### config.mk
export PLATFORM = sky130hd
export DESIGN_NAME = pll_lock_supervisor
export DESIGN_NICKNAME = d
export VERILOG_FILES = /design/src/rtl/pll_lock_supervisor.sv
export SDC_FILE = /design/constraint.sdc
export NUM_CORES = 1
export LEC_CHECK = 0
export ABC_AREA = 1
export CORE_UTILIZATION = 46
export DETAILED_ROUTE_END_ITERATION = 8
export GPL_ROUTABILITY_DRIVEN = 0
export PLACE_DENSITY = 0.65
export SLEW_MARGIN = 5
export SYNTH_ARGS = -nofsm -noshare
export SYNTH_HDL_FRONTEND = slang
export SYNTH_SLANG_ARGS = --single-unit
### constraint.sdc
create_clock -name clk -period 1.7 [get_ports clk]
set_clock_uncertainty 0.05 [all_clocks]
set_input_delay 0.425 -clock clk [delete_from_list [all_inputs] [get_ports clk]]
set_output_delay 0.425 -clock clk [all_outputs]
set_load 0.02 [all_outputs]
### src/rtl/pll_lock_supervisor.sv
// rtl/pll_lock_supervisor.sv - Gowin rPLL reset sequencer, lock qualifier and system reset generator
module pll_lock_supervisor #(
    parameter int unsigned LOCK_STABLE_CYCLES  = 1024,
    parameter int unsigned LOCK_TIMEOUT_CYCLES = 27000,
    parameter int unsigned PLL_RESET_CYCLES    = 16,
    parameter int unsigned MAX_RETRIES         = 3,
    parameter int unsigned CNT_W               = 16
) (
    input  logic       clk,
    input  logic       reset,
    input  logic       lock_in,
    output logic       pll_reset,
    output logic       sys_reset,
    output logic       locked,
    output logic       fault,
    output logic [7:0] relock_count
);

    localparam int unsigned RETRY_W = (MAX_RETRIES < 1) ? 1 : $clog2(MAX_RETRIES + 1);

    localparam logic [CNT_W-1:0]   PLL_RST_LAST = CNT_W'(PLL_RESET_CYCLES - 1);
    localparam logic [CNT_W-1:0]   TIMEOUT_LAST = CNT_W'(LOCK_TIMEOUT_CYCLES - 1);
    localparam logic [CNT_W-1:0]   STABLE_LAST  = CNT_W'(LOCK_STABLE_CYCLES - 1);
    localparam logic [RETRY_W-1:0] RETRY_LIMIT  = RETRY_W'(MAX_RETRIES);

    typedef enum logic [2:0] {
        S_PLL_RST   = 3'd0,
        S_WAIT_LOCK = 3'd1,
        S_STABLE    = 3'd2,
        S_RUN       = 3'd3,
        S_FAULT     = 3'd4
    } state_t;

    state_t             state_q, state_d;
    logic [CNT_W-1:0]   cnt_q, cnt_d;
    logic [RETRY_W-1:0] retry_q, retry_d;
    logic [7:0]         relock_q, relock_d;
    logic               lock_meta_q, lock_s_q;
    logic               pll_reset_q, sys_reset_q, locked_q, fault_q;
    logic               pll_reset_d, sys_reset_d, locked_d, fault_d;

    // Two-flop synchronizer: lock_in is asynchronous to clk, only lock_s_q is used downstream
    always_ff @(posedge clk or posedge reset) begin
        if (reset) begin
            lock_meta_q <= 1'b0;
            lock_s_q    <= 1'b0;
        end else begin
            lock_meta_q <= lock_in;
            lock_s_q    <= lock_meta_q;
        end
    end

    // Next-state logic; the single shared counter restarts on every state change
    always_comb begin
        state_d  = state_q;
        cnt_d    = cnt_q + CNT_W'(1);
        retry_d  = retry_q;
        relock_d = relock_q;
        case (state_q)
            S_PLL_RST: begin
                if (cnt_q == PLL_RST_LAST) begin
                    state_d = S_WAIT_LOCK;
                    cnt_d   = '0;
                end
            end
            S_WAIT_LOCK: begin
                if (lock_s_q) begin
                    state_d = S_STABLE;
                    cnt_d   = '0;
                end else if (cnt_q == TIMEOUT_LAST) begin
                    cnt_d = '0;
                    if (retry_q == RETRY_LIMIT) begin
                        state_d = S_FAULT;
                    end else begin
                        state_d = S_PLL_RST;
                        retry_d = retry_q + RETRY_W'(1);
                    end
                end
            end
            S_STABLE: begin
                // A dropout here only restarts the lock wait; no retry is spent
                if (!lock_s_q) begin
                    state_d = S_WAIT_LOCK;
                    cnt_d   = '0;
                end else if (cnt_q == STABLE_LAST) begin
                    state_d = S_RUN;
                    cnt_d   = '0;
                    retry_d = '0;
                end
            end
            S_RUN: begin
                cnt_d = '0;
                if (!lock_s_q) begin
                    state_d = S_PLL_RST;
                    if (relock_q != 8'hFF) begin
                        relock_d = relock_q + 8'd1;
                    end
                end
            end
            S_FAULT: begin
                cnt_d = '0;
            end
            default: begin
                state_d = S_PLL_RST;
                cnt_d   = '0;
            end
        endcase
    end

    // Outputs decoded from the next state so they change on the same edge as the state
    always_comb begin
        pll_reset_d = (state_d == S_PLL_RST);
        sys_reset_d = (state_d != S_RUN);
        locked_d    = (state_d == S_RUN);
        fault_d     = (state_d == S_FAULT);
    end

    // State, counter and registered outputs
    always_ff @(posedge clk or posedge reset) begin
        if (reset) begin
            state_q     <= S_PLL_RST;
            cnt_q       <= '0;
            retry_q     <= '0;
            relock_q    <= 8'd0;
            pll_reset_q <= 1'b1;
            sys_reset_q <= 1'b1;
            locked_q    <= 1'b0;
            fault_q     <= 1'b0;
        end else begin
            state_q     <= state_d;
            cnt_q       <= cnt_d;
            retry_q     <= retry_d;
            relock_q    <= relock_d;
            pll_reset_q <= pll_reset_d;
            sys_reset_q <= sys_reset_d;
            locked_q    <= locked_d;
            fault_q     <= fault_d;
        end
    end

    assign pll_reset    = pll_reset_q;
    assign sys_reset    = sys_reset_q;
    assign locked       = locked_q;
    assign fault        = fault_q;
    assign relock_count = relock_q;

endmodule

==> flow_metrics.env <==
export IMPL_status="finished, final reports clean"
export IMPL_dieArea_um2=4410
export IMPL_synth_fp_nets=252
export IMPL_final_cell_mix="66 x nand2_1, 38 x inv_1, 36 x nor2_1, 33 x dfrtp_1, 14 x nand3_1"
export IMPL_ioPinCount=15
export IMPL_timing_final_crit_share_pct=94.3
export IMPL_area_growth_synth_to_final_pct=22.1
export IMPL_drtAntennaViolNets=0
export IMPL_holdBufCountCts=0
export IMPL_core_um2=4000
export IMPL_start_util_pct=47.7
export IMPL_wl_um=3530
export IMPL_placed_cell_area_um2=2170
export IMPL_io_buffers=14
export IMPL_cts_tree="done"
export IMPL_finalWorstSetupSlack_ps=96.4
export IMPL_relSlewSlack_pct=77.3
export IMPL_ys_ff_latch=35
export IMPL_cts_max_path_buffers=2
export IMPL_cp_required_ps=1220
export IMPL_start_kind="flop"
export IMPL_path_cells="dlygate4sd2_1"
export IMPL_instances_no_fill=329
export IMPL_num_rows=23
export IMPL_cp_max_fo=1
export IMPL_grt_pass1_wl_um=6100
export IMPL_cp_top_family="flip-flops"
export IMPL_dr_pass1_iters=4
export IMPL_seq_area_frac_synth_pct=46.0
export IMPL_fin_area_um2=2330
export IMPL_period_minus_slack_ps=1600
export IMPL_wl_per_cell_um=10.7
export IMPL_nets=284
export IMPL_cts_htree_levels=2
export IMPL_holdWs_ps=309
export IMPL_overflow=0
export IMPL_fin_setup_tns_ps=0
export IMPL_yosys_warnings=0
export IMPL_clockRootBuffer="clkbuf_8"
export IMPL_dpl_hpwl_um=2680
export IMPL_p_per_area_nw_per_um2=1110
export IMPL_dpl_cell_count=317
export IMPL_syn_area_um2=1910
export IMPL_rsz0062_at_grt="no"
export IMPL_cts_made_buffers=5
export IMPL_die_height_um=66.4
export IMPL_final_layout_size_suffix_gt1_share_pct=15.8
export IMPL_avgSynthCellArea_um2=7.76
export IMPL_worst_hold_path_type="flop to flop"
export IMPL_setup_viol=0
export IMPL_grt_start_max_net_pins=15
export IMPL_leakage_nw=1.29
export IMPL_track_usage_pct=18.9
export IMPL_worstSetupPathType="flop to output port"
export IMPL_hold_viol=0
export IMPL_slowest_delay_ps=520
export IMPL_diodes=0
export IMPL_dp_slack_ps=52.3
export IMPL_post_drt_via_cell_ratio=4.64
export IMPL_path_clk_slew_ps=70
export IMPL_cap_violations=0
export IMPL_syn_inst=246
export IMPL_final_common_cell="nand2_1"
export IMPL_cp_num_buf_inv=1
export IMPL_clk_latency_ps=290
export IMPL_die_w_um=66.4
export IMPL_final_util_pct=58.3
export IMPL_p_total_mw=2.59
export IMPL_cp_slowest_cell="dfstp_2"
export IMPL_clkSinkCount=35
export IMPL_num_vias=1525
export IMPL_cp_end_kind="output port"
export IMPL_synth_distinct_cells=25
export IMPL_slew_violations=0
export IMPL_fmax_mhz=624
export IMPL_drtIter0Drc=117
export IMPL_tightestPinTransition_ps=340
export IMPL_vdd_ir_drop_worst_v=0.000567
export IMPL_drc=0
export IMPL_crit_arrival_ps=1130
export IMPL_antenna_found_initial=0
export IMPL_grt_pass1_vias=1374
[what timing repair did]
action	in CTS	in global routing
setup buffers	0	4
setup endpoints to repair	11	16
resized for setup	11	7
pin swaps	0	3
[layer usage]
layer / part of all wire, % / GRT usage, %
met2: 43 / 27.6
met3: 3.9 / 4.83
met5: 0 / 0
met1: 51 / 26.1
met4: 1.9 / 8.51
[final cells by class]
cell class | instances | area [um2]
Inverter | 42 | 159
Fill cell | 356 | 1670
Multi-Input combinational cell | 167 | 880
Clock buffer | 5 | 68.8
Sequential cell | 35 | 878
Timing Repair Buffer | 27 | 239
Tap cell | 50 | 62.6
Clock inverter | 3 | 43.8
[cells in the mapped netlist]
library cell,count,area share (%)
nand2_1,67,13
mux2i_1,2,1.0
buf_6,2,1.2
nor2_2,4,1.3
nand3_1,14,3.7
nand3_2,4,2.1
inv_1,38,7.5
o21ai_0,3,0.79
nor3_1,5,1.3
nand2_2,4,1.3
a21oi_1,2,0.52
dfrtp_1,33,43
ha_1,3,2.0
nand3b_1,1,0.39
clkinv_2,1,0.26
nor2_1,37,7.3
xor2_1,12,5.5
nor3_4,1,0.85
dfstp_2,2,2.8
inv_2,3,0.59
xnor2_1,3,1.4
o21bai_1,1,0.39
nand4_1,2,0.66
nor2_4,1,0.59
o21ai_1,1,0.26
[cells by family (layout without fill, tap and decap cells)]
group                    Yosys count  after routing  synth area share (%)
AND/OR/NAND/NOR                  140            140                  32.6
buffers and inverters             44             77                  9.50
flip-flops                        35             35                  46.0
XOR/XNOR                          15             15                  6.88
AO/OA/AOI/OAI                      7              7                  1.97
adder cells (fa/ha/maj)            3              3                  1.97
multiplexers                       2              2                  1.05
[registers in the layout (all words and copies together) (netlist names)]
name,cells
cnt_q,16
relock_count,8
state_q,3
retry_q,2
fault,1
lock_meta_q,1
lock_s_q,1
locked,1
pll_reset,1
sys_reset,1
[where the power goes]
part           internal (mW)  switching [mW]  total, mW
clock                  0.436           0.307      0.743
combinational          0.337           0.472      0.809
sequential             0.941           0.101       1.04
total                   1.71           0.879       2.59
[worst paths after layout]
kind	start	to	slack, ps	cells past startpoint
max in group asynchronous	reset	cnt_q[5]	780	3
hold / removal	lock_meta_q	lock_s_q	310	0
setup / recovery	pll_reset	pll_reset	100	1
hold reg to reg	lock_meta_q	lock_s_q	310	0
min in group asynchronous	reset	cnt_q[12]	330	2
setup reg to reg	cnt_q[1]	cnt_q[6]	130	11
No activity file was read; power rests on OpenSTA's default activity.
